<file path="src/rtl/timer_pkg.sv">
// Shared types and default widths for the down-counting timer.
package timer_pkg;

  localparam int unsigned DefDw = 8;
  localparam int unsigned DefPw = 4;

  typedef enum logic [1:0] {
    IDLE  = 2'd0,
    RUN   = 2'd1,
    PAUSE = 2'd2
  } state_e;

  typedef enum logic {
    ONE_SHOT = 1'b0,
    PERIODIC = 1'b1
  } mode_e;

endpackage

</file>
<file path="src/rtl/down_timer_if.sv">
// Control/status bundle for down_timer. master drives requests, slave is the timer.
interface down_timer_if #(
  parameter int unsigned DW = 8,
  parameter int unsigned PW = 4
);

  logic          load_i;
  logic [DW-1:0] load_val_i;
  logic [PW-1:0] psc_i;
  logic          mode_i;
  logic          start_i;
  logic          stop_i;
  logic [DW-1:0] count_o;
  logic          busy_o;
  logic          expire_o;

  modport master (
    output load_i, load_val_i, psc_i, mode_i, start_i, stop_i,
    input  count_o, busy_o, expire_o
  );

  modport slave (
    input  load_i, load_val_i, psc_i, mode_i, start_i, stop_i,
    output count_o, busy_o, expire_o
  );

endinterface

</file>
<file path="src/rtl/timer_prescaler.sv">
// Divide-by-(div+1) tick generator; the counter freezes whenever en_i is low.
module timer_prescaler #(
  parameter int unsigned PW = 4
) (
  input  logic          clk_i,
  input  logic          rst_ni,
  input  logic          clr_i,
  input  logic          en_i,
  input  logic [PW-1:0] div_i,
  output logic          tick_o
);

  logic [PW-1:0] cnt_q, cnt_d;
  logic          wrap;

  assign wrap   = (cnt_q == div_i);
  assign tick_o = en_i && wrap;

  // Next count: clear wins, otherwise step or wrap only while enabled.
  always_comb begin
    cnt_d = cnt_q;
    if (clr_i) begin
      cnt_d = '0;
    end else if (en_i) begin
      cnt_d = wrap ? '0 : cnt_q + PW'(1);
    end
  end

  // Prescaler counter register with synchronous reset.
  always_ff @(posedge clk_i) begin
    if (!rst_ni) begin
      cnt_q <= '0;
    end else begin
      cnt_q <= cnt_d;
    end
  end

endmodule

</file>
<file path="src/rtl/down_timer.sv">
// Loadable down-counting timer: prescaled decrement, one-shot/periodic, pause/resume,
// single-cycle expiry pulse on terminal count.
module down_timer
  import timer_pkg::*;
#(
  parameter int unsigned DW = DefDw,
  parameter int unsigned PW = DefPw
) (
  input  logic       clk_i,
  input  logic       rst_ni,
  down_timer_if.slave bus
);

  state_e        state_q, state_d;
  mode_e         mode_q, mode_d;
  logic [DW-1:0] count_q, count_d;
  logic [DW-1:0] reload_q, reload_d;
  logic [PW-1:0] psc_q, psc_d;
  logic          expire_q, expire_d;
  logic          busy_q;
  logic          psc_en, psc_clr, tick;

  // Counter only advances on cycles where RUN actually continues (no load, no stop).
  assign psc_en  = (state_q == RUN) && !bus.load_i && !bus.stop_i;
  // Fresh start from IDLE restarts the prescale period; resume from PAUSE keeps it.
  assign psc_clr = bus.load_i || (bus.start_i && !bus.stop_i && (state_q == IDLE));

  timer_prescaler #(
    .PW (PW)
  ) u_prescaler (
    .clk_i  (clk_i),
    .rst_ni (rst_ni),
    .clr_i  (psc_clr),
    .en_i   (psc_en),
    .div_i  (psc_q),
    .tick_o (tick)
  );

  // Next-state: load > stop > start > decrement.
  always_comb begin
    state_d  = state_q;
    mode_d   = mode_q;
    count_d  = count_q;
    reload_d = reload_q;
    psc_d    = psc_q;
    expire_d = 1'b0;

    if (bus.load_i) begin
      count_d  = bus.load_val_i;
      reload_d = bus.load_val_i;
      psc_d    = bus.psc_i;
      mode_d   = mode_e'(bus.mode_i);
      state_d  = IDLE;
    end else if (bus.stop_i) begin
      if (state_q == RUN) begin
        state_d = PAUSE;
      end
    end else begin
      unique case (state_q)
        IDLE: begin
          // A zero count cannot be started, so RUN never sees count 0.
          if (bus.start_i && (count_q != '0)) begin
            state_d = RUN;
          end
        end
        PAUSE: begin
          if (bus.start_i) begin
            state_d = RUN;
          end
        end
        RUN: begin
          if (tick) begin
            if (count_q == DW'(1)) begin
              expire_d = 1'b1;
              if (mode_q == PERIODIC) begin
                count_d = reload_q;
              end else begin
                count_d = '0;
                state_d = IDLE;
              end
            end else begin
              count_d = count_q - DW'(1);
            end
          end
        end
        default: state_d = IDLE;
      endcase
    end
  end

  // State and datapath registers; busy is registered alongside the state.
  always_ff @(posedge clk_i) begin
    if (!rst_ni) begin
      state_q  <= IDLE;
      mode_q   <= ONE_SHOT;
      count_q  <= '0;
      reload_q <= '0;
      psc_q    <= '0;
      expire_q <= 1'b0;
      busy_q   <= 1'b0;
    end else begin
      state_q  <= state_d;
      mode_q   <= mode_d;
      count_q  <= count_d;
      reload_q <= reload_d;
      psc_q    <= psc_d;
      expire_q <= expire_d;
      busy_q   <= (state_d == RUN);
    end
  end

  assign bus.count_o  = count_q;
  assign bus.busy_o   = busy_q;
  assign bus.expire_o = expire_q;

endmodule
</file>
<file path="src/flat_wrapper.sv">
// flat-port wrapper written by rule: the top's interface ports become plain ports
module down_timer_flat import timer_pkg::*;
#(
  parameter int unsigned DW = DefDw,
  parameter int unsigned PW = DefPw
)
  (clk_i, rst_ni, bus_load_i, bus_load_val_i, bus_psc_i, bus_mode_i, bus_start_i, bus_stop_i, bus_count_o, bus_busy_o, bus_expire_o);
  down_timer_if #(.DW(DW), .PW(PW)) bus_i ();
  input  logic clk_i;
  input  logic rst_ni;
  input wire logic [$bits(bus_i.load_i)-1:0] bus_load_i;
  input wire logic [$bits(bus_i.load_val_i)-1:0] bus_load_val_i;
  input wire logic [$bits(bus_i.psc_i)-1:0] bus_psc_i;
  input wire logic [$bits(bus_i.mode_i)-1:0] bus_mode_i;
  input wire logic [$bits(bus_i.start_i)-1:0] bus_start_i;
  input wire logic [$bits(bus_i.stop_i)-1:0] bus_stop_i;
  output wire logic [$bits(bus_i.count_o)-1:0] bus_count_o;
  output wire logic [$bits(bus_i.busy_o)-1:0] bus_busy_o;
  output wire logic [$bits(bus_i.expire_o)-1:0] bus_expire_o;
  assign bus_i.load_i = bus_load_i;
  assign bus_i.load_val_i = bus_load_val_i;
  assign bus_i.psc_i = bus_psc_i;
  assign bus_i.mode_i = bus_mode_i;
  assign bus_i.start_i = bus_start_i;
  assign bus_i.stop_i = bus_stop_i;
  assign bus_count_o = bus_i.count_o;
  assign bus_busy_o = bus_i.busy_o;
  assign bus_expire_o = bus_i.expire_o;
  down_timer #(.DW(DW), .PW(PW)) u_core (.clk_i(clk_i), .rst_ni(rst_ni), .bus(bus_i));
endmodule
</file>
<file path="config.mk">
export PLATFORM = sky130hd
export DESIGN_NAME = down_timer_flat
export DESIGN_NICKNAME = d
export VERILOG_FILES = /design/src/rtl/timer_pkg.sv /design/src/rtl/down_timer_if.sv /design/src/rtl/timer_prescaler.sv /design/src/rtl/down_timer.sv /design/src/flat_wrapper.sv
export SDC_FILE = /design/constraint.sdc
export NUM_CORES = 1
export LEC_CHECK = 0
export CORE_MARGIN = 2
export CORE_UTILIZATION = 47
export CTS_CLUSTER_DIAMETER = 120
export CTS_CLUSTER_SIZE = 12
export DETAILED_ROUTE_END_ITERATION = 7
export GPL_TIMING_DRIVEN = 0
export PLACE_DENSITY_LB_ADDON = 0.12
export RECOVER_POWER = 25
export SKIP_LAST_GASP = 1
export SLEW_MARGIN = 25
export SYNTH_ARGS = -nofsm -noshare
export SYNTH_HDL_FRONTEND = slang
export SYNTH_SLANG_ARGS = --single-unit
</file>
<file path="constraint.sdc">
create_clock -name clk_i -period 1.75 [get_ports clk_i]
set_clock_uncertainty 0.1 [all_clocks]
set_input_delay 0.175 -clock clk_i [delete_from_list [all_inputs] [get_ports clk_i]]
set_output_delay 0.175 -clock clk_i [all_outputs]
set_load 0.02 [all_outputs]
</file>
==> results_dict.tcl, run 1 <==
set metrics [dict create \
    status "complete, but fails checks" \
    violations "setup timing" \
    period_share_pct 101 \
    critPathTopFamily "simple AND/OR/NAND/NOR gates" \
    syn-num-nets 200 \
    cts_tree "done" \
    fp-row-count 21 \
    cts_sinks 29 \
    detailedRoute.firstIterationViolations 139 \
    maxSlewViolCount 0 \
    port_buffers 27 \
    die_w_um 62.1 \
    vdd_drop_max_mv 0.437 \
    dpl.hpwl_um 2900 \
    yosysTopAreaCell "dfxtp_1" \
    setup_viol 5 \
    grt_pass1_wl_um 6780 \
    clk_latency_ps 340 \
    cts_made_buffers 5 \
    die_y_um 62.1 \
    power_uw 1490 \
    worst_pin_slew_ps 543 \
    nets 244 \
    synth-seq-cells 29 \
    worstPathCellList "or4_1 -> or4_4 -> nand2_2 -> o2111a_1" \
    first_pass_iters 5 \
    drc 0 \
    powerDensity_nw_per_um2 673 \
    path_max_fanout 6 \
    hold_violations 0 \
    critPathKind "register to register" \
    start_kind "register" \
    coreArea_um2 3280 \
    yosysTopAreaCellShare_pct 36.7 \
    drtAntennaViolNets 0 \
    post_route_cells_drive_above_1_share_pct 22.9 \
    synth_cell_types 43 \
    synthCells 178 \
    nFillCells 262 \
    finalCriticalPeriod_ps 1770 \
    grt_pass1_vias 1470 \
    clk_pin_slew_ps 100 \
    synth_edf_count 0 \
    whs_ps 197 \
    worst-path-buf-inv 0 \
    synth_commonest_cells "dfxtp_1 (29), nor2b_1 (15), mux2i_1 (14)" \
    post-place-ws_ps -546 \
    netlist_area_um2 1580 \
    initial_core_util_pct 48.2 \
    routed_via_density 5.91 \
    multi_input_area_um2 1040 \
    detail_route.wl_per_cell_um 16.6 \
    async_flop_share_pct 0 \
    ys.flop_type "dfxtp_1" \
    max_freq_ghz 0.564 \
    yosysMostFrequentCell "dfxtp_1" \
    diodes 0 \
    cts-root-buf "clkbuf_4" \
    maxCapViolCount 0 \
    yosysSeqAreaShare_pct 36.7 \
    synthTopCellsByArea "dfxtp_1 (37%), mux2i_1 (8.8%), nor2b_1 (5.9%)" \
    instances_no_fill 269 \
    regArea_um2 603 \
    relSlewSlack_pct 63.8 \
    endpoint_kind "register" \
    gr-total-overflow 0 \
    cpPeakStageDelay_ps 580 \
    rsz0062_at_grt "true" \
    cp.arrival_ps 1960 \
    gp_congestion 0.884 \
    min-delay-path-class "primary input to register" \
    antenna_found_initial 0 \
    io_pins 28 \
    syn_avg_cell_area_um2 8.90 \
    area_growth_pct 39.7 \
    final_util_pct 67.4 \
    vias 1590 \
    wirelength_um 4470 \
    die-area_um2 3850 \
    yosysWarnings 0 \
    post-place-cells 251 \
    p_leak_uw 0.000814 \
    ctsHoldBuffers 0 \
    crit_path_top_delay_cell "or4_1" \
    grt_usage_pct 24.7 \
    cts_max_level 2 \
    grt_start_max_net_pins 11 \
    clockBufferDepth 2 \
    required_ps 1940 \
    layout_setup_ws_ps -22.4 \
]
## through the flow
stage	TNS [ps]	area, µm²
finish	-48.5	2210
global route	-578	2210
CTS	-26.8	2140
detailed placement	-8470	1960
global placement	-8000	1960
floorplan	0	1630
## layout by cell type, fill, tap and decap left out, drive strengths merged, types with 3 or more instances in the layout
cell type and instances:
a21oi 4, xor2 3, xnor2 6, o21ai 6, ha 4, or4 3, nand2b 3, nor2b 15
nand2 12, nor4b 3, nand3 8, buf 16, o31ai 4, nor2 7, dfxtp 29, nand4 4
a31oi 3, nor4 6, clkdlybuf4s50 24, inv 6, mux2i 14, clkbuf 11, nor3 7
## flip-flops by register name (all words and copies together) (netlist names)
register,count
u_core.mode_q,1
u_core.bus.expire_o,1
u_core.psc_q,4
u_core.bus.busy_o,1
u_core.reload_q,8
u_core.bus.count_o,8
u_core.state_q,2
u_core.u_prescaler.cnt_q,4
## tightest hold or removal path, cell delays in order
cell and delay [ps]:
dlymetal6s2s_1 210, nand4_1 130, o211ai_1 80
## timing repair
action / CTS / global route
pin swaps: 2 / 5
gates cloned: 0 / 0
setup endpoints to repair: 13 / 16
resized for setup: 16 / 16
setup buffers: 9 / 3
## where the power goes
part / total, µW / switching, µW / internal [µW]
clock network: 396 / 244 / 153
registers: 731 / 41.0 / 690
logic: 362 / 184 / 178
## final timing paths
kind                                             from                    end  slack, ps  cells past startpoint
worst max-delay path            u_core.bus.count_o[0]  u_core.bus.count_o[5]        -20                      4
worst min-delay path                       bus_stop_i      u_core.state_q[0]        200                      3
worst max register to register  u_core.bus.count_o[0]  u_core.bus.count_o[5]        -20                      4
worst min register to register     u_core.reload_q[3]     u_core.reload_q[3]        430                      2
## final cells by class
class / count / area share (%)
inverters: 6 / 1.13
plain buffers: 9 / 2.66
multi-input cells: 132 / 47.1
clock inverters: 2 / 0.452
well taps: 46 / 2.60
repair buffers: 39 / 16.9
clock buffers: 6 / 1.87
flip-flops and latches: 29 / 27.3
## metal layers
layer  global-route usage (%)  up-vias  wire [µm]  share of wire [%]
li1                         -      742          -                  -
met1                     32.1      739       1840                 41
met2                     36.9       99       2170                 48
met3                     6.63       10        375                8.4
met4                     13.7        0         85                1.9
met5                        0        -          0                  0
## logic make-up after synthesis
group / after synthesis / synth area share, %
buffers and inverters: 17 / 4.42
muxes: 14 / 8.85
and+or+nand+nor: 74 / 27.5
AOI/OAI and AO/OA: 31 / 14.5
DFF: 29 / 36.7
xor gates and xnor gates: 9 / 4.98
adders and majority gates: 4 / 3.16
(Power assumes the default switching activity.)
==> run 2: changes to the inputs <==
- CORE_UTILIZATION: 47 -> 56
- clock period: 1.75 -> 2.1 ns (I/O delays scaled with it)
==> run 2 against run 1 <==
The run now ends clean. Sequential share of layout area up 1.8 points. Clock power up 23%. Worst hold slack better by 190 ps. Combinational power down 31%. Critical path depth up 2. Sequential power down 16%. Die area down 15%. Highest routed layer unchanged. Via count down 3.8%. Critical endpoint is now u_core.bus.count_o[3]. Total power down 9.3%. Count of clock-buffer cells in the layout up 1. Design area down 9.4%.
==> results_dict.tcl, run 2 (synthesis gave the netlist of run 1 again) <==
set metrics [dict create \
    status "complete, no violations" \
    drtAntennaViolNets 0 \
    first_pass_iters 5 \
    detailedRoute.firstIterationViolations 104 \
    cp-startpoint "u_core.bus.count_o[1]" \
    routed_via_density 6.27 \
    gp_congestion 0.878 \
    final_common_cell "dfxtp_1" \
    maxSlewViolCount 0 \
    post-place-cells 236 \
    path_max_fanout 7 \
    area_growth_pct 26.5 \
    fin_tns_setup_ps 0 \
    cts_tree "done" \
    grt_usage_pct 27.5 \
    final_cell_mix "dfxtp_1 (28), clkdlybuf4s50_1 (24), nor2b_1 (15)" \
    pwr-share-seq_pct 45.3 \
    hold_violations 0 \
    coreArea_um2 2710 \
    maxCapViolCount 0 \
    layout_setup_ws_ps 127 \
    cts-root-buf "clkbuf_4" \
    dpl.hpwl_um 2840 \
    finalCriticalPeriod_ps 1970 \
    grt_pass1_wl_um 6790 \
    min-delay-path-class "primary input to register" \
    endpoint_kind "register" \
    die-area_um2 3270 \
    whs_ps 384 \
    die_y_um 57.2 \
    wirelength_um 4130 \
    detail_route.wl_per_cell_um 16.9 \
    instances_no_fill 244 \
    initial_core_util_pct 58.4 \
    die_w_um 57.2 \
    max_freq_ghz 0.507 \
    r2r-start "u_core.bus.count_o[1]" \
    clockBufferDepth 2 \
    grt_start_max_net_pins 11 \
    grt_pass1_vias 1498 \
    nets 234 \
    worst_pin_slew_ps 539 \
    antenna_found_initial 0 \
    cp.arrival_ps 2120 \
    relSlewSlack_pct 64.1 \
    rsz0062_at_grt "false" \
    period_share_pct 94.0 \
    p_int_uw 980 \
    post_cts_buffers 0 \
    cts_made_buffers 5 \
    gr-total-overflow 0 \
    vdd_drop_max_mv 0.623 \
    diodes 0 \
    ctsHoldBuffers 0 \
    vias 1529 \
    cts_max_level 2 \
    required_ps 2240 \
    start_kind "register" \
    p_leak_uw 0.000730 \
    fp-row-count 19 \
    post-place-ws_ps -199 \
    cts_sinks 29 \
    clk_pin_slew_ps 100 \
    whs_path_depth 3 \
    switching_power_uw 372 \
    reg2reg_depth 6 \
    clockPowerShare_pct 36.2 \
    power.share.combinational_pct 18.5 \
    critPathKind "register to register" \
    setup_viol 0 \
    port_buffers 27 \
    holdCritStartpoint "bus_mode_i" \
    io_pins 28 \
    clk_latency_ps 340 \
    swShare_pct 27.5 \
    drc 0 \
    post_route_cells_drive_above_1_share_pct 9.39 \
    powerDensity_nw_per_um2 674 \
]
## run 2: cell types whose count changed in the layout (fill, tap and decap cells not counted), moves of 3 or more
cell / before / now
dfxtp_4: 5 / 0
buf_4: 12 / 0
dfxtp_1: 21 / 28
clkbuf_1: 4 / 7
## run 2: area by class of cell
type / instances / area, µm²
Sequential cell: 29 / 582
Clock buffer: 7 / 55.1
Tap cell: 31 / 38.8
Fill cell: 214 / 706
Buffer: 11 / 47.5
Timing Repair Buffer: 27 / 270
Multi-Input combinational cell: 132 / 958
Inverter: 6 / 22.5
Clock inverter: 1 / 30.0
## run 2: critical path: stages (launching register included)
cell and delay [ps]:
dfxtp_1 380, inv_1 130, ha_2 240, or3b_4 440, nor3_1 210, nor4_1 80, o31ai_1 310
## run 2: path summary, 6_finish.rpt
| check | to | slack [ps] |
|---|---|---|
| min reg2reg | u_core.reload_q[1] | 430 |
| max reg2reg | u_core.bus.count_o[3] | 130 |
| min | u_core.mode_q | 380 |
| max | u_core.bus.count_o[3] | 130 |
## run 2: metal layers
metal	GRT usage [%]	share of wire (%)	up-vias
met4	16.9	3.2	0
met1	34.3	41	708
met5	0	0	-
li1	-	-	730
met3	7.94	8.4	19
met2	41.7	48	72
## run 2: power groups by stage
stage | sequential (µW) | combinational (µW) | clock, µW
3_5_place_dp | 620 | 241 | 0
3_3_place_gp | 617 | 235 | 0
2_1_floorplan | 625 | 135 | 0
5_1_grt | 617 | 271 | 517
6_report | 613 | 249 | 489
4_1_cts | 608 | 243 | 492
## run 2: through the flow
step | power [µW] | utilization [%] | instance area (µm²)
after global routing | 1410 | 74.0 | 2000
after detailed placement | 860 | 69.9 | 1890
after global placement | 852 | 69.9 | 1890
after floorplan | 761 | - | 1580
after CTS | 1340 | 73.2 | 1980
final | 1350 | 74.0 | 2000
## run 2: timing repair
action | 4_1_cts | 5_1_grt
pin swaps | 0 | 0
endpoints found under the setup margin | 6 | 4
resized for setup | 2 | 4
==> run 3: changes to the inputs <==
- REMOVE_ABC_BUFFERS: unset -> 1
==> run 3 against run 2 <==
Maximum frequency fell by 2.4%. Count of clock-buffer cells in the layout did not move. Routed wire length fell by 9.1%. Flip-flop and latch count did not move. Combinational power fell by 6%. Critical path depth did not move. Largest power group unchanged. Highest routed layer unchanged.
==> results_dict.tcl, run 3 (synthesis gave the netlist of run 1 again) <==
set metrics [dict create \
    status "complete, no violations" \
    whs_ps 366 \
    cts_tree "done" \
    ctsHoldBuffers 0 \
    grt_pass1_wl_um 6330 \
    finalCriticalPeriod_ps 2020 \
    io_pins 28 \
    detailedRoute.firstIterationViolations 67 \
    placed_area_um2 1850 \
    cp.arrival_ps 2160 \
    area_growth_pct 23.3 \
    maxSlewViolCount 0 \
    grt_usage_pct 24.9 \
    regArea_um2 582 \
    port_buffers 27 \
    multi_input_area_um2 962 \
    vias 1474 \
    detail_route.wl_per_cell_um 16.0 \
    initial_core_util_pct 58.4 \
    clk_pin_slew_ps 90 \
    clk_latency_ps 340 \
    cts_sinks 29 \
    die-area_um2 3270 \
    drc 0 \
    pwr-share-seq_pct 49.3 \
    gp_congestion 0.800 \
    final_common_cell "dfxtp_1" \
    path_max_fanout 7 \
    cts-root-buf "clkbuf_4" \
    vdd_drop_max_mv 0.532 \
    layout_setup_ws_ps 78.0 \
    worst_pin_slew_ps 712 \
    whs_path_depth 3 \
    first_pass_iters 4 \
    wirelength_um 3750 \
    grt_start_max_net_pins 30 \
    fp-row-count 19 \
    fin_area_um2 1950 \
    cts_max_level 2 \
    antenna_found_initial 0 \
    powerDensity_nw_per_um2 638 \
    reg2reg_depth 6 \
    switching_power_uw 364 \
    required_ps 2240 \
    setup_viol 0 \
    p_leak_uw 0.000702 \
    coreArea_um2 2710 \
    drtAntennaViolNets 0 \
    clockPowerShare_pct 31.9 \
    min-delay-path-class "primary input to register" \
    max_freq_ghz 0.495 \
    dpl.hpwl_um 2560 \
    nets 225 \
    maxCapViolCount 0 \
    cts_made_buffers 5 \
    relSlewSlack_pct 52.4 \
    nFillCells 231 \
    final_cell_mix "dfxtp_1 (28), clkdlybuf4s50_1 (25), nor2b_1 (15)" \
    post_route_cells_drive_above_1_share_pct 9.31 \
    die_y_um 57.2 \
    period_share_pct 96.3 \
    routed_via_density 6.27 \
    start_kind "register" \
    diodes 0 \
    grt_pass1_vias 1348 \
    hold_violations 0 \
    gr-total-overflow 0 \
    critPathKind "register to register" \
    power.share.combinational_pct 18.7 \
    die_w_um 57.2 \
    fin_tns_setup_ps 0 \
    endpoint_kind "register" \
    clockBufferDepth 2 \
    post-place-ws_ps -223 \
    p_int_uw 883 \
    swShare_pct 29.2 \
]
-- run 3: layer usage --
layer / vias up / routed length (µm) / global-route usage, %
met5: - / 0 / 0
met3: 10 / 257 / 5.67
met2: 68 / 1800 / 38.9
li1: 710 / - / -
met1: 686 / 1600 / 31.8
met4: 0 / 85 / 14.0
-- run 3: layout make-up --
cell class                      count  area share, %
Multi-Input combinational cell    132           49.3
Sequential cell                    29           29.8
Timing Repair Buffer               29           14.2
Clock buffer                        7           3.33
Tap cell                           31           1.99
Inverter                            6           1.15
Clock inverter                      1          0.256
-- run 3: what timing repair did --
| item | CTS | global route |
|---|---|---|
| setup buffers | 0 | 1 |
| setup endpoints to repair | 6 | 4 |
| gates resized for setup | 2 | 3 |
-- run 3: power groups by stage --
stage          logic, µW  clock network [µW]  registers, µW
2_1_floorplan        116                   0            627
3_3_place_gp         219                   0            621
3_5_place_dp         224                   0            623
4_1_cts              226                 403            611
5_1_grt              254                 421            620
6_report             234                 398            615
-- run 3: metrics by stage --
stage / total power [µW] / cells / utilization (%)
floorplan: 743 / 167 / -
global placement: 840 / 225 / 68.1
detailed placement: 847 / 226 / 68.3
CTS: 1240 / 234 / 71.1
global route: 1290 / 235 / 72.1
finish: 1250 / 235 / 72.1
-- run 3: worst paths after layout --
check                                      startpoint                    end  slack [ps]
worst max register to register  u_core.bus.count_o[1]  u_core.bus.count_o[2]          80
worst min-delay path                       bus_load_i  u_core.bus.count_o[3]         370
worst max-delay path            u_core.bus.count_o[1]  u_core.bus.count_o[2]          80
worst min register to register     u_core.reload_q[3]     u_core.reload_q[3]         430
-- run 3: critical path, cell delays in order, from the launching register on --
cell	delay [ps]
dfxtp_1	390
inv_1	130
ha_1	250
or3b_4	450
a211oi_2	170
a2111oi_1	80
o311a_1	340
